===== config.mk =====
export PLATFORM = sky130hd
export DESIGN_NAME = instr_word_encoder_flat
export DESIGN_NICKNAME = d
export VERILOG_FILES = /design/src/rtl/rv_enc_defs.sv /design/src/rtl/instr_word_encoder_if.sv /design/src/rtl/rv_word_format.sv /design/src/rtl/instr_word_encoder.sv /design/src/flat_wrapper.sv
export SDC_FILE = /design/constraint.sdc
export NUM_CORES = 1
export LEC_CHECK = 0
export ABC_CLOCK_PERIOD_IN_PS = 3100
export CAP_MARGIN = 15
export CORE_MARGIN = 4
export CORE_UTILIZATION = 52
export DETAILED_ROUTE_END_ITERATION = 6
export GPL_ROUTABILITY_DRIVEN = 1
export PLACE_DENSITY = 0.86
export SLEW_MARGIN = 20
export SYNTH_ARGS = -nofsm -noshare
export SYNTH_HDL_FRONTEND = slang
export SYNTH_SLANG_ARGS = --single-unit

===== constraint.sdc =====
create_clock -name clk -period 3.1 [get_ports clk]
set_input_delay 0.62 -clock clk [delete_from_list [all_inputs] [get_ports clk]]
set_output_delay 0.62 -clock clk [all_outputs]
set_load 0.02 [all_outputs]

===== src/rtl/rv_enc_defs.sv =====
// Shared RV32I encoding constants, request op codes and encoder FSM states.
// The ALU control decoder consumes the same opcode/funct3/funct7 values.
package rv_enc_defs;

  localparam logic [6:0] OPC_R     = 7'b0110011;
  localparam logic [6:0] OPC_I     = 7'b0010011;
  localparam logic [6:0] OPC_U     = 7'b0110111;

  localparam logic [2:0] F3_ADD    = 3'b000;
  localparam logic [2:0] F3_SLL    = 3'b001;
  localparam logic [2:0] F3_SRL    = 3'b101;
  localparam logic [2:0] F3_OR     = 3'b110;
  localparam logic [6:0] F7_ZERO   = 7'b0000000;

  typedef enum logic [2:0] {
    OP_ADD  = 3'b000,
    OP_ADDI = 3'b001,
    OP_LUI  = 3'b010,
    OP_ORI  = 3'b011,
    OP_SLLI = 3'b100,
    OP_SRLI = 3'b101,
    OP_LI   = 3'b110,
    OP_RSVD = 3'b111
  } op_e;

  typedef enum logic [1:0] {
    ST_IDLE    = 2'b00,
    ST_EMIT    = 2'b01,
    ST_EMIT_LO = 2'b10
  } state_e;

  typedef enum logic [1:0] {
    FMT_R = 2'b00,
    FMT_I = 2'b01,
    FMT_U = 2'b10
  } fmt_e;

  function automatic logic fits_simm12(input logic [31:0] imm);
    return (imm[31:11] == '0) || (imm[31:11] == '1);
  endfunction

  // ADDI sign-extends its immediate, so the upper part is pre-compensated.
  function automatic logic [19:0] lui_hi(input logic [31:0] imm);
    return imm[31:12] + {19'b0, imm[11]};
  endfunction

endpackage


===== src/rtl/instr_word_encoder_if.sv =====
// Request and instruction-memory write bus of the instruction word encoder.
// slave = encoder side, master = loader / memory side.
interface instr_word_encoder_if #(
    parameter int ADDR_W = 6
);
    logic              clear_i;
    logic              req_valid_i;
    logic              req_ready_o;
    logic [2:0]        op_i;
    logic [4:0]        rd_i;
    logic [4:0]        rs1_i;
    logic [4:0]        rs2_i;
    logic [31:0]       imm_i;
    logic              wr_valid_o;
    logic              wr_ready_i;
    logic [ADDR_W-1:0] wr_addr_o;
    logic [31:0]       wr_data_o;
    logic [ADDR_W:0]   count_o;
    logic              full_o;
    logic              err_o;

    modport slave (
        input  clear_i, req_valid_i, op_i, rd_i, rs1_i, rs2_i, imm_i, wr_ready_i,
        output req_ready_o, wr_valid_o, wr_addr_o, wr_data_o, count_o, full_o, err_o
    );

    modport master (
        output clear_i, req_valid_i, op_i, rd_i, rs1_i, rs2_i, imm_i, wr_ready_i,
        input  req_ready_o, wr_valid_o, wr_addr_o, wr_data_o, count_o, full_o, err_o
    );
endinterface


===== src/rtl/rv_word_format.sv =====
// Combinational RV32I word assembler: format select plus fields -> 32-bit word.
module rv_word_format
    import rv_enc_defs::*;
(
    input  fmt_e        i_fmt,
    input  logic [2:0]  i_funct3,
    input  logic [4:0]  i_rd,
    input  logic [4:0]  i_rs1,
    input  logic [4:0]  i_rs2,
    input  logic [11:0] i_imm12,
    input  logic [19:0] i_imm20,
    output logic [31:0] o_word
);
    always_comb begin
        unique case (i_fmt)
            FMT_R:   o_word = {F7_ZERO, i_rs2, i_rs1, i_funct3, i_rd, OPC_R};
            FMT_I:   o_word = {i_imm12, i_rs1, i_funct3, i_rd, OPC_I};
            FMT_U:   o_word = {i_imm20, i_rd, OPC_U};
            default: o_word = '0;
        endcase
    end
endmodule


===== src/rtl/instr_word_encoder.sv =====
// Encodes field-level requests (including the LI pseudo-op) into RV32I words
// and writes them to sequential instruction-memory addresses.
module instr_word_encoder
    import rv_enc_defs::*;
#(
    parameter int ADDR_W = 6
) (
    input logic                 clk,
    input logic                 reset,
    instr_word_encoder_if.slave bus
);
    localparam int unsigned     CAP_I  = 1 << ADDR_W;
    localparam int unsigned     LAST_I = CAP_I - 1;
    localparam logic [ADDR_W:0] CAP    = CAP_I[ADDR_W:0];
    localparam logic [ADDR_W:0] LAST   = LAST_I[ADDR_W:0];
    localparam logic [ADDR_W:0] ONE    = (ADDR_W+1)'(1);

    state_e          r_state;
    logic            r_wr_valid;
    logic [31:0]     r_wr_data;
    logic [ADDR_W:0] r_count;
    logic            r_err;
    logic            r_li_two;
    logic [4:0]      r_li_rd;
    logic [11:0]     r_li_lo;

    op_e         w_op;
    logic        w_li_fits;
    logic        w_full;
    logic        w_req_ready;
    logic        w_accept;
    logic        w_wr_fire;
    fmt_e        w_fmt;
    logic [2:0]  w_funct3;
    logic [4:0]  w_rd;
    logic [4:0]  w_rs1;
    logic [4:0]  w_rs2;
    logic [11:0] w_imm12;
    logic [19:0] w_imm20;
    logic [31:0] w_word;

    assign w_op        = op_e'(bus.op_i);
    assign w_li_fits   = fits_simm12(bus.imm_i);
    assign w_full      = (r_count == CAP);
    assign w_req_ready = (r_state == ST_IDLE) && !w_full;
    assign w_accept    = bus.req_valid_i && w_req_ready;
    assign w_wr_fire   = r_wr_valid && bus.wr_ready_i;

    // In EMIT the formatter prepares the LI low half; in IDLE it encodes the request.
    always_comb begin
        // NOTE: every field gets a default first so no path can infer a latch.
        w_fmt    = FMT_I;
        w_funct3 = F3_ADD;
        w_rd     = bus.rd_i;
        w_rs1    = bus.rs1_i;
        w_rs2    = bus.rs2_i;
        w_imm12  = bus.imm_i[11:0];
        w_imm20  = bus.imm_i[31:12];
        if (r_state == ST_EMIT) begin
            w_rd    = r_li_rd;
            w_rs1   = r_li_rd;
            w_imm12 = r_li_lo;
        end else begin
            unique case (w_op)
                OP_ADD:  w_fmt = FMT_R;
                OP_LUI:  w_fmt = FMT_U;
                OP_ORI:  w_funct3 = F3_OR;
                OP_SLLI: begin
                    w_funct3 = F3_SLL;
                    w_imm12  = {F7_ZERO, bus.imm_i[4:0]};
                end
                OP_SRLI: begin
                    w_funct3 = F3_SRL;
                    w_imm12  = {F7_ZERO, bus.imm_i[4:0]};
                end
                OP_LI: begin
                    w_rs1 = '0;
                    if (!w_li_fits) begin
                        w_fmt   = FMT_U;
                        w_imm20 = lui_hi(bus.imm_i);
                    end
                end
                default: ;
            endcase
        end
    end

    rv_word_format u_fmt (
        .i_fmt    (w_fmt),
        .i_funct3 (w_funct3),
        .i_rd     (w_rd),
        .i_rs1    (w_rs1),
        .i_rs2    (w_rs2),
        .i_imm12  (w_imm12),
        .i_imm20  (w_imm20),
        .o_word   (w_word)
    );

    always_ff @(posedge clk or posedge reset) begin
        // NOTE: non-blocking assignments so every register sees pre-edge values.
        if (reset) begin
            r_state    <= ST_IDLE;
            r_wr_valid <= 1'b0;
            r_wr_data  <= '0;
            r_count    <= '0;
            r_err      <= 1'b0;
            r_li_two   <= 1'b0;
            r_li_rd    <= '0;
            r_li_lo    <= '0;
        end else if (bus.clear_i) begin
            r_state    <= ST_IDLE;
            r_wr_valid <= 1'b0;
            r_count    <= '0;
            r_err      <= 1'b0;
            r_li_two   <= 1'b0;
        end else begin
            r_err <= 1'b0;
            unique case (r_state)
                ST_IDLE: begin
                    if (w_accept) begin
                        // A two-word LI with a single free slot is dropped, not split.
                        if (w_op == OP_RSVD ||
                            (w_op == OP_LI && !w_li_fits && r_count == LAST)) begin
                            r_err <= 1'b1;
                        end else begin
                            r_wr_data  <= w_word;
                            r_wr_valid <= 1'b1;
                            r_state    <= ST_EMIT;
                            r_li_two   <= (w_op == OP_LI) && !w_li_fits;
                            r_li_rd    <= bus.rd_i;
                            r_li_lo    <= bus.imm_i[11:0];
                        end
                    end
                end
                ST_EMIT: begin
                    if (w_wr_fire) begin
                        r_count <= r_count + ONE;
                        if (r_li_two) begin
                            r_wr_data <= w_word;
                            r_state   <= ST_EMIT_LO;
                        end else begin
                            r_wr_valid <= 1'b0;
                            r_state    <= ST_IDLE;
                        end
                    end
                end
                ST_EMIT_LO: begin
                    if (w_wr_fire) begin
                        r_count    <= r_count + ONE;
                        r_wr_valid <= 1'b0;
                        r_state    <= ST_IDLE;
                    end
                end
                default: r_state <= ST_IDLE;
            endcase
        end
    end

    assign bus.req_ready_o = w_req_ready;
    assign bus.wr_valid_o  = r_wr_valid;
    assign bus.wr_data_o   = r_wr_data;
    assign bus.wr_addr_o   = r_count[ADDR_W-1:0];
    assign bus.count_o     = r_count;
    assign bus.full_o      = w_full;
    assign bus.err_o       = r_err;
endmodule


===== src/flat_wrapper.sv =====
// flat-port wrapper written by rule: the top's interface ports become plain ports
module instr_word_encoder_flat import rv_enc_defs::*;
#(
    parameter int ADDR_W = 6
)
  (clk, reset, bus_clear_i, bus_req_valid_i, bus_op_i, bus_rd_i, bus_rs1_i, bus_rs2_i, bus_imm_i, bus_wr_ready_i, bus_req_ready_o, bus_wr_valid_o, bus_wr_addr_o, bus_wr_data_o, bus_count_o, bus_full_o, bus_err_o);
  instr_word_encoder_if #(.ADDR_W(ADDR_W)) bus_i ();
  input logic clk;
  input logic reset;
  input wire logic [$bits(bus_i.clear_i)-1:0] bus_clear_i;
  input wire logic [$bits(bus_i.req_valid_i)-1:0] bus_req_valid_i;
  input wire logic [$bits(bus_i.op_i)-1:0] bus_op_i;
  input wire logic [$bits(bus_i.rd_i)-1:0] bus_rd_i;
  input wire logic [$bits(bus_i.rs1_i)-1:0] bus_rs1_i;
  input wire logic [$bits(bus_i.rs2_i)-1:0] bus_rs2_i;
  input wire logic [$bits(bus_i.imm_i)-1:0] bus_imm_i;
  input wire logic [$bits(bus_i.wr_ready_i)-1:0] bus_wr_ready_i;
  output wire logic [$bits(bus_i.req_ready_o)-1:0] bus_req_ready_o;
  output wire logic [$bits(bus_i.wr_valid_o)-1:0] bus_wr_valid_o;
  output wire logic [$bits(bus_i.wr_addr_o)-1:0] bus_wr_addr_o;
  output wire logic [$bits(bus_i.wr_data_o)-1:0] bus_wr_data_o;
  output wire logic [$bits(bus_i.count_o)-1:0] bus_count_o;
  output wire logic [$bits(bus_i.full_o)-1:0] bus_full_o;
  output wire logic [$bits(bus_i.err_o)-1:0] bus_err_o;
  assign bus_i.clear_i = bus_clear_i;
  assign bus_i.req_valid_i = bus_req_valid_i;
  assign bus_i.op_i = bus_op_i;
  assign bus_i.rd_i = bus_rd_i;
  assign bus_i.rs1_i = bus_rs1_i;
  assign bus_i.rs2_i = bus_rs2_i;
  assign bus_i.imm_i = bus_imm_i;
  assign bus_i.wr_ready_i = bus_wr_ready_i;
  assign bus_req_ready_o = bus_i.req_ready_o;
  assign bus_wr_valid_o = bus_i.wr_valid_o;
  assign bus_wr_addr_o = bus_i.wr_addr_o;
  assign bus_wr_data_o = bus_i.wr_data_o;
  assign bus_count_o = bus_i.count_o;
  assign bus_full_o = bus_i.full_o;
  assign bus_err_o = bus_i.err_o;
  instr_word_encoder #(.ADDR_W(ADDR_W)) u_core (.clk(clk), .reset(reset), .bus(bus_i));
endmodule

# ---- Yosys cells after proc, flatten, opt, wreduce, memory -nomap -nowiden
# Cells that the tools add are included.
dict set report word_totals {
  wordCells 106
  regBits 61
}
dict set report op_classes {
  muxes 44
  eq_ne 23
  reduce_logical 27
  add_sub_neg 2
  n_bitwise 2
}
# cell n
set op_table {}
lappend op_table {{2-to-1 mux 32 bit} 4}
lappend op_table {{case mux 32 bit (3 select lines)} 1}
lappend op_table {{case mux 32 bit (2 select lines)} 1}
lappend op_table {{2-to-1 mux 20 bit} 3}
lappend op_table {{2-to-1 mux 12 bit} 2}
lappend op_table {{equality test 21 bit, second input constant} 1}
lappend op_table {{zero test 21 bit} 1}
lappend op_table {{2-to-1 mux 7 bit} 3}
lappend op_table {{adder 20 x 1 -> 20 bit} 1}
lappend op_table {{2-to-1 mux 2 bit} 8}
lappend op_table {{2-to-1 mux 5 bit} 3}
lappend op_table {{2-to-1 mux 1 bit} 14}
lappend op_table {{equality test 3 bit, second input constant} 4}
lappend op_table {{case mux 2 bit (3 select lines)} 2}
lappend op_table {{AND reduction 6 bit} 2}
lappend op_table {{nonzero test 2 bit} 5}
lappend op_table {{!= test 3 x 2 -> 1 bit, second input constant} 3}
lappend op_table {{case mux 3 bit (3 select lines)} 1}
lappend op_table {{AND reduction 4 bit} 2}
lappend op_table {{adder 7 x 1 -> 7 bit, second input constant} 1}
lappend op_table {{equality test 7 x 6 -> 1 bit, second input constant} 1}
lappend op_table {{equality test 7 bit, second input constant} 1}
lappend op_table {{equality test 3 x 2 -> 1 bit, second input constant} 2}
lappend op_table {{!= test 2 x 1 -> 1 bit, second input constant} 3}
lappend op_table {{16 further kinds} 29}

# ---- Logic depth before layout (Yosys ltp)
# Gate-level depths: netlist of the first run.
dict set report depth {
  depth_word 10
  mapped_depth 11
}

# ---- Cells and area by module
# Synthesis of the first run repeated with hierarchy kept, for this count alone.
dict set report unflattened {
  hier_cells 378
  hier_area_um2 3892.5
}
# mod cells_each area_per_inst_um2 instances seq_area_each_um2
set by_module_without_submodules {}
lappend by_module_without_submodules {instr_word_encoder 333 3522.1 1 1526.5}
lappend by_module_without_submodules {rv_word_format 45 370.4 1 0.0}

# ---- Worst setup path after synthesis of the first run
# Ideal clock, no wire load.
dict set report synth_timing {
  path_type {input -> register}
  from {in bus_imm_i[11]}
  to {reg u_core.r_li_lo[0]}
  slack_ps 783
  path_stages 8
  arrival_time_ps 2192
  t_required_ps 2975
  n_path_buf 1
  cell_sequence {ha_1 -> and3_1 -> nand2b_4 -> o32ai_4 -> o21a_1 -> o21ai_4 -> buf_8 -> mux2_4}
}
dict set report synth_via {
  elab_chain_len 8
  elab_cells_between_ends 9
}
# item line
set synth_rtl {}
lappend synth_rtl {{start, declared} flat_wrapper.sv:16} ;# input wire logic [$bits(bus_i.imm_i)-1:0] bus_imm_i;
lappend synth_rtl {{equality test 21 bit or zero test 21 bit (tied branches)} rv_enc_defs.sv:39} ;# return (imm[31:11] == '0) || (imm[31:11] == '1);
lappend synth_rtl {{logical OR 1 bit *} rv_enc_defs.sv:39}
lappend synth_rtl {{zero test 1 bit *} -}
lappend synth_rtl {{logical AND 1 bit * (2 in series)} instr_word_encoder.sv:123} ;# (w_op == OP_LI && !w_li_fits && r_count == LAST)) begin
lappend synth_rtl {{logical OR 1 bit *} instr_word_encoder.sv:122} ;# if (w_op == OP_RSVD ||
lappend synth_rtl {{NOT 1 bit (no line) *} -}
lappend synth_rtl {{AND reduction 4 bit (no line) *} -}
lappend synth_rtl {{end signal, assigned} instr_word_encoder.sv:131} ;# r_li_lo <= bus.imm_i[11:0];
lappend synth_rtl {{end, declared} instr_word_encoder.sv:25} ;# logic [11:0] r_li_lo;
# Every way passes the cells marked *; elsewhere a longest branch is shown, timed or not.
# A chain may end at the register's enable or synchronous reset.

# ---- Worst setup path in the final report of the first run
dict set report layout_timing {
  from {reg u_core.r_count[3] (netlist: u_core.bus.count_o[3])}
  to {out bus_req_ready_o}
}
dict set report layout_via {
  elab_chain_len 3
}
# item line
set layout_rtl {}
lappend layout_rtl {{start, declared} instr_word_encoder.sv:21} ;# logic [ADDR_W:0] r_count;
lappend layout_rtl {{start signal, assigned} instr_word_encoder.sv:137} ;# r_count <= r_count + ONE;
lappend layout_rtl {{start signal, assigned} instr_word_encoder.sv:149} ;# r_count <= r_count + ONE;
lappend layout_rtl {{equality test 7 bit} instr_word_encoder.sv:44} ;# assign w_full = (r_count == CAP);
lappend layout_rtl {{zero test 1 bit} instr_word_encoder.sv:45} ;# assign w_req_ready = (r_state == ST_IDLE) && !w_full;
lappend layout_rtl {{logical AND 1 bit} instr_word_encoder.sv:45}
lappend layout_rtl {{end, declared} flat_wrapper.sv:18} ;# output wire logic [$bits(bus_i.req_ready_o)-1:0] bus_req_ready_o;
# No other way between the ends.

==> results of run 1 <==
## layout make-up
type | count | share of cell area
clock buffers | 10 | 0.02707
clock inverters | 6 | 0.01796
inverters | 11 | 0.008120
multi-input cells | 299 | 0.4040
flip-flops and latches | 57 | 0.2805
well taps | 96 | 0.02362
repair buffers | 123 | 0.2387
## metal layers
layer	track usage	up-vias	share of wire	wire length, µm
met3	0.06661	28	0.069	729
met5	0	-	0	0
met2	0.4193	154	0.49	5164
li1	-	1638	-	-
met1	0.3245	1731	0.42	4461
met4	0.1040	0	0.024	257
## per-stage QoR
step                      area [µm²]    util
after global placement          4856  0.7069
after CTS                       5085  0.7403
after detailed placement        4856  0.7069
final                           5085  0.7403
after floorplan                 3721       -
after global routing            5085  0.7403
## power breakdown
group	switching (mW)	internal, mW	leakage, nW	total [mW]
Combinational	0.673	0.655	1.28	1.33
Sequential	0.157	0.987	0.700	1.14
Clock	0.339	0.475	0.105	0.814
## cells in the mapped netlist, types with 6 or more instances
cell type  instances  share of area
nor3_1            11          0.015
dfrtp_1           57           0.38
o21a_1             8          0.016
nor2_1            29          0.029
nor4_1             6          0.010
a221oi_1           8          0.019
nand4_1            9          0.015
nand3_1           15          0.020
mux2_4            10          0.040
mux2i_1           11          0.030
and3_1             8          0.013
o21ai_0           26          0.035
ha_1               9          0.030
xor2_1            10          0.024
buf_2              7         0.0094
a21oi_1           18          0.024
buf_4             13          0.026
inv_1             11          0.011
clkbuf_1           9         0.0091
mux2_2             9          0.027
nand2_1           49          0.049
## registers in the layout, summed over array words and instances, names as in the netlist
register / count
u_core.bus.count_o: 7
u_core.bus.err_o: 1
u_core.bus.wr_data_o: 28
u_core.bus.wr_valid_o: 1
u_core.r_li_lo: 12
u_core.r_li_rd: 5
u_core.r_li_two: 1
u_core.r_state: 2
## worst paths after layout
path	start	endpoint	slack, ps	cells after the start
setup / recovery	u_core.bus.count_o[3]	bus_req_ready_o	110	4
hold / removal	u_core.bus.wr_data_o[5]	u_core.bus.wr_data_o[5]	480	2
setup reg to reg	u_core.bus.count_o[0]	u_core.bus.wr_data_o[13]	670	9
hold reg to reg	u_core.bus.wr_data_o[5]	u_core.bus.wr_data_o[5]	480	2
max in group asynchronous	reset	u_core.bus.wr_data_o[14]	1850	3
min in group asynchronous	reset	u_core.bus.count_o[5]	660	2
## cells by family (layout without fill, tap and decap cells)
| kind of cell | Yosys count | after routing | synth area share |
|---|---|---|---|
| compound gates | 96 | 96 | 0.1882 |
| xor+xnor | 15 | 15 | 0.03534 |
| fa+ha+maj | 9 | 9 | 0.03029 |
| buf+inv | 44 | 150 | 0.06698 |
| flops | 57 | 57 | 0.3837 |
| mux | 30 | 30 | 0.09727 |
| other cells | 1 | 2 | 0.001009 |
| simple gates | 147 | 147 | 0.1972 |
## worst max-delay path, cell delays in order (launching register included)
cell and delay [ps]:
dfrtp_1 450, or4_1 560, or2_2 310, and2_1 160
clkdlybuf4s50_1 540
==> flow_summary.ini, run 1 <==
[run_status]
status = completed

[clocking]
clockBufferDepth = 2
cts_resized = 0
numCtsBuffers = 9
clkTransAtPathRegs_ps = 70
h-tree-depth = 3
cts_hold_repair.buffers = 0
clkSinkCount = 57
clkLatencyLatePin_ps = 350
postCtsSetupBuffers = 0
root_buffer = clkbuf_8
cts_tree = done

[timing]
finalCritPeriodShare = 0.9642
setup_ws_ps = 111.1
hold_viol_final = 0
fmax_mhz = 334.6
finalCriticalPeriod_ps = 2989
maxSlewViolCount = 0
setup_viol = 0
slew_headroom = 0.5862
tns_ps = 0
tightest_slew_ps = 619.8
rsz0062_at_grt = false
finalClockSkew_ps = 8.092
holdWs_ps = 480.4

[placement]
gp_congestion = 0.9424
dp.final_hpwl_mm = 7.762
numPortBuffers = 101
dp.cells = 586
pre_cts_ws_ps = 47.85

[final_layout]
nFillCells = 507
final_cell_mix = clkdlybuf4s50_1 (101), dfrtp_1 (57), nand2_1 (49)
num-nets-final = 565
layout_commonest_cell = clkdlybuf4s50_1
layout.cells.non_filler = 602
regArea_um2 = 1426
layout-drive-gt1-share = 0.1462
antenna_cells = 0
syn_to_final_growth_pct = 36.79
multi_input_area_um2 = 2054

[routing]
drtIter0Drc = 190
drc_errors = 0
route.antenna.remaining_nets = 0
via_per_inst = 5.899
first_pass_iters = 6
finalWirelength_mm = 10.61
dr_total_vias = 3551
wire_per_inst_um = 17.63

[floorplanning]
die_w_um = 92.55
num_rows = 30
core_um2 = 6869
die_area_um2 = 8566
fp.dieH_um = 92.55
initial_core_util = 0.5412
ios = 104

[global_routing]
grt_pass1_wl_mm = 17.51
grt_usage = 0.2571
grt_overflow_total = 0
grt_pass1_vias = 3665
grt_start_max_net_pins = 38
antenna_found_initial = 0

[synth]
synth_ff_type = dfrtp_1
syn_area_per_cell_um2 = 9.317
ys_ff_latch = 57
ys_warn_count = 0
syn_inst = 399
synth-seq-area-share = 0.3837
synth_edf_count = 0
ys_async_sr_fraction = 1.000
yosysUniqueCellTypes = 57
syn-cell-area_um2 = 3717

[hold_path]
min_path_type = reg2reg

[pwr]
p_total_mw = 3.286
power_density_nw_per_um2 = 646.2
ir_worst_vdd_mv = 0.4193
p_leak_nw = 2.082

[worst_setup_path]
worstPathArrival_ps = 2370
start_kind = register
critPathKind = reg2out
cp_max_fo = 7
critPathCaptureType = output port
worst_ep_required_time_ps = 2480

[flow_run]
cap_violations = 0
(Power assumes the default switching activity.)
==> run 2, diff against run 1 <==
Settings changed: MAX_ROUTING_LAYER from default to met4.
==> run 2 against run 1 <==
Compared with the run above:
- register-to-register slack improved by 40 ps
- routed wire length fell by 4.6%
- hold slack got worse by 2.0 ps
- largest cell class unchanged
- critical path depth did not move
- utilization fell by 0.67 points
- non-clock buffer count rose by 1
- clock power fell by 27%
- die area did not move
- critical endpoint unchanged
- highest routed layer unchanged
- total power fell by 7.2%
- via count fell by 1.7%
- clock skew rose by 1.1 ps
- first-iteration DRC count rose by 18%
==> flow_summary.ini, run 2 (synthesis gave the netlist of run 1 again) <==
[run_status]
status = completed

[floorplanning]
ios = 104
die_area_um2 = 8566
fp.dieH_um = 92.55
num_rows = 30
die_w_um = 92.55
initial_core_util = 0.5412
core_um2 = 6869

[routing]
finalWirelength_mm = 10.13
drc_errors = 0
first_pass_iters = 4
dr_total_vias = 3490
drtIter0Drc = 224
wire_per_inst_um = 16.82
via_per_inst = 5.797
route.antenna.remaining_nets = 0

[pwr]
p_leak_nw = 2.067
power_density_nw_per_um2 = 605.3
ir_worst_vdd_mv = 0.2870

[final_layout]
final_cell_mix = clkdlybuf4s50_1 (101), dfrtp_1 (57), nand2_1 (49)
fin_area_um2 = 5039
syn_to_final_growth_pct = 35.54
layout-drive-gt1-share = 0.1423
final_util = 0.7335
nFillCells = 517
antenna_cells = 0
num-nets-final = 566
layout_commonest_cell = clkdlybuf4s50_1
largest_reg_flops = 28

[global_routing]
grt_start_max_net_pins = 38
grt_pass1_wl_mm = 16.55
grt_pass1_vias = 3493
antenna_found_initial = 0
grt_overflow_total = 0
grt_usage = 0.2469

[clocking]
postCtsSetupBuffers = 0
numCtsBuffers = 9
cts_tree = done
cts_hold_repair.buffers = 0
h-tree-depth = 3
cts_resized = 0
clockBufferDepth = 2
clkLatencyLatePin_ps = 340
root_buffer = clkbuf_8
clkTransAtPathRegs_ps = 60
clkSinkCount = 57

[worst_setup_path]
critPathKind = reg2out
critPathCaptureType = output port
start_kind = register
cp_max_fo = 7
regToRegSetupSlack_ps = 710
worst_ep_required_time_ps = 2480
worstPathArrival_ps = 2370

[timing]
setup_ws_ps = 105.3
setup_viol = 0
rsz0062_at_grt = false
finalCritPeriodShare = 0.9660
tightest_slew_ps = 585.8
slew_headroom = 0.6089
fmax_mhz = 333.9
finalCriticalPeriod_ps = 2995
hold_viol_final = 0
tns_ps = 0
maxSlewViolCount = 0
finalClockSkew_ps = 9.150

[placement]
gp_congestion = 0.9398
placed_cell_area_um2 = 4876
pre_cts_ws_ps = 76.74
dp.final_hpwl_mm = 7.616
numPortBuffers = 101

[flow_run]
cap_violations = 0

[hold_path]
min_path_type = reg2reg
run 2: cell count changes in the layout (fill, tap and decap cells not counted):
cell / previous run / this run
clkinv_4: 1 / 0
clkinv_2: 0 / 2
clkbuf_1: 0 / 2
bufinv_16: 2 / 0
buf_12: 3 / 4
clkinvlp_4: 3 / 1
run 2: worst max-delay path, cell delays in order (launching register included):
cell and delay (ps):
dfrtp_1 450, or4_1 570, or2_2 320, and2_1 170, clkdlybuf4s50_1 540
run 2: per-layer routing:
| metal | share of wire | up-vias | track usage | wire length (µm) |
|---|---|---|---|---|
| met2 | 0.49 | 154 | 0.4181 | 4932 |
| met1 | 0.43 | 1671 | 0.2998 | 4309 |
| met4 | 0.016 | 0 | 0.07673 | 165 |
| li1 | - | 1649 | - | - |
| met5 | 0 | - | - | 0 |
| met3 | 0.071 | 16 | 0.04549 | 718 |
run 2: worst paths after layout:
| kind | startpoint | endpoint | cells past startpoint |
|---|---|---|---|
| max in group asynchronous | reset | u_core.bus.wr_data_o[14] | 3 |
| setup reg to reg | u_core.bus.count_o[0] | u_core.bus.wr_data_o[22] | 9 |
| hold / removal | u_core.bus.wr_data_o[10] | u_core.bus.wr_data_o[10] | 2 |
| hold reg to reg | u_core.bus.wr_data_o[10] | u_core.bus.wr_data_o[10] | 2 |
| setup / recovery | u_core.bus.count_o[3] | bus_req_ready_o | 4 |
| min in group asynchronous | reset | u_core.bus.count_o[5] | 2 |
run 2: cell type report:
cell class,count,area [µm²],share of cell area
clock buffers,12,145.1,0.02881
clock inverters,3,17.52,0.003477
inverters,11,41.29,0.008195
multi-input cells,299,2054,0.4077
flip-flops and latches,57,1426,0.2831
well taps,96,120.1,0.02384
repair buffers,124,1234,0.2448
run 2: per-stage QoR:
stage	instances	hold slack (ps)	total power [mW]
5_1_grt	602	516.5	3.207
3_5_place_dp	587	469.3	2.467
3_3_place_gp	587	461.4	2.426
2_1_floorplan	400	473.6	1.848
4_1_cts	602	481.4	3.064
6_report	602	478.3	3.050
run 2: power by group:
part           internal, mW  switching (mW)  total [mW]
clock network         0.305           0.292       0.597
logic                 0.657           0.660        1.32
registers             0.987           0.148        1.14
total                  1.95            1.10        3.05
==> run 3, diff against run 2 <==
Settings changed: HOLD_SLACK_MARGIN from default to 0.12.
==> results of run 3 <==
Final layout, timing and power as in run 2 (identical DEF).
==> variant 1, RTL diff (settings of run 2) <==
Encoding of `state_e`: now one-hot (3 bits for 3 states).
--- a/src/rtl/rv_enc_defs.sv
+++ b/src/rtl/rv_enc_defs.sv
@@ -23,10 +23,10 @@
     OP_RSVD = 3'b111
   } op_e;
 
-  typedef enum logic [1:0] {
-    ST_IDLE    = 2'b00,
-    ST_EMIT    = 2'b01,
-    ST_EMIT_LO = 2'b10
+  typedef enum logic [2:0] {
+    ST_IDLE    = 3'b001,
+    ST_EMIT    = 3'b010,
+    ST_EMIT_LO = 3'b100
   } state_e;
 
   typedef enum logic [1:0] {
Behaviour: same outputs for any inputs over 4 cycles, from zero or initial values and one cycle with reset high; so few cycles prove little.
==> variant 1 against run 2 <==
Routed wire length grew 11%; setup slack gained 140 ps; highest routed layer unchanged; sequential cell count increased by 1; combinational power shrank 45%; global-route usage up 3.1 points; design area is 3.6% higher; total power shrank 16%; maximum frequency is 4.8% higher; critical path type is now input pin to register; synthesized area up 0.50%.
==> variant 1: results (changes against run 2) <==
final estimated routing congestion in global placement=0.974 (was 0.940); peak supply drop=0.000349 V (was 0.000287 V); Post-Place Cell Area=4980 um2 (was 4880 um2); signal arrival time at the worst endpoint=3080 ps (was 2370 ps); share of the final layout cell area in multi-input gates=39.5% (was 40.8%); run status=finished clean (unchanged); total met2 wirelength after detailed routing=5.46 mm (was 4.93 mm); Power Internal=0.00180 W (was 0.00195 W); Slowest-stage cell, CP=clkdlybuf4s50_1 (was or4_1); total leakage power=2.18 nW (was 2.07 nW); sequential element share of the synthesized area=38.9% (was 38.4%); Filler cells=513 (was 517); crit path launch=bus_imm_i[11] (was u_core.bus.count_o[3]$_DFFE_PP0P_); r2r setup slk=500 ps (was 710 ps); total wire length=11.2 mm (was 10.1 mm); pin count of the biggest net entering global routing=29 (was 38); number of cells traversed by the worst register-to-register path=7 (was 9); Setup WS pre-CTS=-75.9 ps (was 76.7 ps); top cells by count, synth=57 x dfrtp_1, 55 x nand2_1, 31 x nor2_1 (was 57 x dfrtp_1, 49 x nand2_1, 29 x nor2_1); Layout clock area frac=4.55% (was 3.23%); origin of the worst min-delay path=u_core.bus.wr_data_o[2]$_DFFE_PP0P_ (was u_core.bus.wr_data_o[10]$_DFFE_PP0P_); ratio of cells with drive above 1 in the final layout=17.1% (was 14.2%); GR met2 Demand/Resource=44.7% (was 41.8%); Non-clock buffers=137 (was 124); first-pass GRT wire length=18.7 mm (was 16.5 mm); part of the power in registers=38.9% (was 37.2%); clk pwr=0.000828 W (was 0.000597 W); detailed route wirelength on metal3=758 um (was 718 um); critical path endpoint=u_core.bus.wr_data_o[16]$_DFFE_PP0P_ (was bus_req_ready_o); Global Route met3 Usage=5.36% (was 4.55%)
[variant 1: changes by cell type in the layout (fill, tap and decap cells not counted), sizes merged, moves of 5 or more]
cell   delta
a221o     +5
a31oi     +6
mux2i     -8
buf      +13
nand2     +6
o21a      -7
nor4      +9
o21ai    -18
o31a      +6
[variant 1: metrics by stage]
step                hold WS [ps]  total power (W)
floorplan                    479          0.00137
global placement             457          0.00171
detailed placement           471          0.00173
CTS                          488          0.00257
global route                 520          0.00267
finish                       483          0.00255
[variant 1: kinds of logic (layout without fill, tap and decap cells)]
group | Yosys count | count (layout) | synth area share [%]
AOI/OAI and AO/OA | 90 | 90 | 19.8
DFF | 58 | 58 | 38.9
adders and majority gates | 5 | 5 | 1.67
muxes | 21 | 21 | 7.23
xor gates and xnor gates | 14 | 14 | 3.28
other | 1 | 2 | 0.100
buffers and inverters | 40 | 161 | 6.16
and+or+nand+nor | 165 | 165 | 22.9
==> variant 2, RTL diff (flow settings as in run 2) <==
Without the edit above. `ADDR_W` is set to 6 in 3 places; all go to 7.
--- a/src/rtl/instr_word_encoder_if.sv
+++ b/src/rtl/instr_word_encoder_if.sv
@@ -1,7 +1,7 @@
 // Request and instruction-memory write bus of the instruction word encoder.
 // slave = encoder side, master = loader / memory side.
 interface instr_word_encoder_if #(
-    parameter int ADDR_W = 6
+    parameter int ADDR_W = 7
 );
     logic              clear_i;
     logic              req_valid_i;
--- a/src/rtl/instr_word_encoder.sv
+++ b/src/rtl/instr_word_encoder.sv
@@ -3,7 +3,7 @@
 module instr_word_encoder
     import rv_enc_defs::*;
 #(
-    parameter int ADDR_W = 6
+    parameter int ADDR_W = 7
 ) (
     input logic                 clk,
     input logic                 reset,
--- a/src/flat_wrapper.sv
+++ b/src/flat_wrapper.sv
@@ -1,7 +1,7 @@
 // flat-port wrapper written by rule: the top's interface ports become plain ports
 module instr_word_encoder_flat import rv_enc_defs::*;
 #(
-    parameter int ADDR_W = 6
+    parameter int ADDR_W = 7
 )
   (clk, reset, bus_clear_i, bus_req_valid_i, bus_op_i, bus_rd_i, bus_rs1_i, bus_rs2_i, bus_imm_i, bus_wr_ready_i, bus_req_ready_o, bus_wr_valid_o, bus_wr_addr_o, bus_wr_data_o, bus_count_o, bus_full_o, bus_err_o);
   instr_word_encoder_if #(.ADDR_W(ADDR_W)) bus_i ();
Interface: changed (resized bus_count_o and bus_wr_addr_o); port bits go from 104 to 106. The function was not compared with the original's and may differ.
==> variant 2 against run 2 <==
Routed wire length increased by 9.1%; sequential cell count increased by 1; cell count unchanged; design area increased by 1.6%; setup slack improved by 160 ps; total power increased by 17%; clock power increased by 36%; synthesized area decreased by 0.71%; global-route usage increased by 2.4 points.
==> variant 2: results (changes against run 2) <==
origin of the worst min-delay path=u_core.bus.wr_data_o[19]$_DFFE_PP0P_ (was u_core.bus.wr_data_o[10]$_DFFE_PP0P_); ratio of routed vias to standard cells=5.84 (was 5.80); crit path launch=bus_imm_i[26] (was u_core.bus.count_o[3]$_DFFE_PP0P_); number of input and output port buffers inserted=103 (was 101); clock insertion delay at the later pin of the skew report=approximately 350 ps; clock skew=9.12 ps (was 9.15 ps); r2r endpoint=u_core.bus.wr_data_o[21]$_DFFE_PP0P_ (was u_core.bus.wr_data_o[22]$_DFFE_PP0P_); met1 track demand over resource=34.8% (was 30.0%); first-pass GRT wire length=17.6 mm (was 16.5 mm); number of buffers inserted to repair setup after CTS=0 (unchanged); signal arrival time at the worst endpoint=3070 ps (was 2370 ps); Global Route met3 Usage=4.59% (was 4.55%); number of cells traversed by the worst register-to-register path=8 (was 9); startpoint of the lowest-slack register-to-register path=u_core.bus.count_o[1]$_DFFE_PP0P_ (was u_core.bus.count_o[0]$_DFFE_PP0P_); fraction of the mapped netlist area in adder cells=3.05% (was 3.03%); Filler cells=507 (was 517); total leakage power=2.14 nW (was 2.07 nW); clock root buffer=clkbuf_8 (unchanged); mux contribution to synthesized area=13.4% (was 9.73%); Detailed Place HPWL=8.23 mm (was 7.62 mm); worst slew pin tran=839 ps (was 586 ps); number of global-route vias before repair=3501 (was 3493); most area-consuming cells after synthesis=dfrtp_1 39%, mux2i_1 5.7%, nand2_1 4.2% (was dfrtp_1 38%, nand2_1 4.9%, mux2_4 4.0%); GR met2 Demand/Resource=42.9% (was 41.8%); final estimated routing congestion in global placement=0.949 (was 0.940); r2r setup slk=360 ps (was 710 ps); run status=finished clean (unchanged); pin count of the biggest net entering global routing=59 (was 38); sequential element share of the synthesized area=39.3% (was 38.4%); total iterations of the first detailed-routing run=5 (was 4); Setup WS pre-CTS=-16.3 ps (was 76.7 ps); top cells by count, synth=58 x dfrtp_1, 41 x nand2_1, 22 x nor2_1 (was 57 x dfrtp_1, 49 x nand2_1, 29 x nor2_1); total wire length=11.0 mm (was 10.1 mm); fraction of synthesized cell area in xor and xnor cells=4.98% (was 3.53%); post-synthesis compound-gate area fraction=13.1% (was 18.8%); worst min-delay path endpoint=u_core.bus.wr_data_o[19]$_DFFE_PP0P_ (was u_core.bus.wr_data_o[10]$_DFFE_PP0P_); final net count=565 (was 566); number of DRC markers in iteration 0=288 (was 224); global-route usage over all layers=27.1% (was 24.7%); Post-Place Cell Area=4890 um2 (was 4880 um2); Power Internal=0.00228 W (was 0.00195 W)
[variant 2: cell types whose count changed in the layout (fill, tap and decap cells not counted), moves of 8 or more]
cell	change
a221oi_1	-8
mux2_1	+12
mux2_2	-9
mux2i_1	+10
nand2_1	-8
o21a_1	-8
o21ai_1	+8
o22a_1	+12
[variant 2: worst max-delay path by stage]
stage / cells after the start / endpoint / slack (ps)
floorplan: 9 / u_core.r_li_lo[0]$_DFFE_PP0P_ / 610
global placement: 11 / u_core.bus.wr_data_o[13]$_DFFE_PP0P_ / 90
detailed placement: 10 / u_core.r_li_lo[7]$_DFFE_PP0P_ / -20
CTS: 10 / u_core.r_li_lo[7]$_DFFE_PP0P_ / 340
global route: 10 / u_core.bus.wr_data_o[2]$_DFFE_PP0P_ / 30
finish: 9 / u_core.bus.wr_data_o[13]$_DFFE_PP0P_ / 270
[variant 2: layout make-up]
cell class,count,area (um2),area share (%)
Clock buffer,12,155,3.03
Sequential cell,58,1450,28.4
Timing Repair Buffer,129,1240,24.2
Inverter,11,41.3,0.807
Tap cell,96,120,2.35
Clock inverter,4,73.8,1.44
Multi-Input combinational cell,292,2040,39.8
[variant 2: per-layer routing]
metal | vias up | part of all wire, %
li1 | 1605 | -
met1 | 1682 | 43
met2 | 188 | 47
met3 | 40 | 6.8
met4 | 0 | 2.8
met5 | - | 0
[variant 2: power by group through the flow]
stage          Clock, W  Sequential [W]  Combinational [W]
2_1_floorplan         0         0.00135           0.000725
4_1_cts        0.000818         0.00118            0.00157
3_3_place_gp          0         0.00117            0.00151
6_report       0.000812         0.00118            0.00157
3_5_place_dp          0         0.00119            0.00156
5_1_grt        0.000850         0.00121            0.00168
[variant 2: cells by family (layout without fill, tap and decap cells)]
logic type,after synthesis,after routing
AOI/OAI and AO/OA,72,72
and+or+nand+nor,145,145
DFF,58,58
xor gates and xnor gates,21,21
buffers and inverters,40,156
other,1,2
adders and majority gates,9,9
muxes,43,43
[variant 2: worst max-delay path, cell delays in order]
cell and delay, ps:
clkdlybuf4s50_1 550, nor4_1 400, nand3_1 130, or2_2 390, nand2_1 160, a21o_1 290, buf_4 210, a2bb2oi_1 230
o21ai_1 80
[variant 2: metrics by stage]
step                hold slack, ps  std cells
finish                         481        602
global route                   518        602
CTS                            489        602
detailed placement             473        586
global placement               462        586
floorplan                      464        390
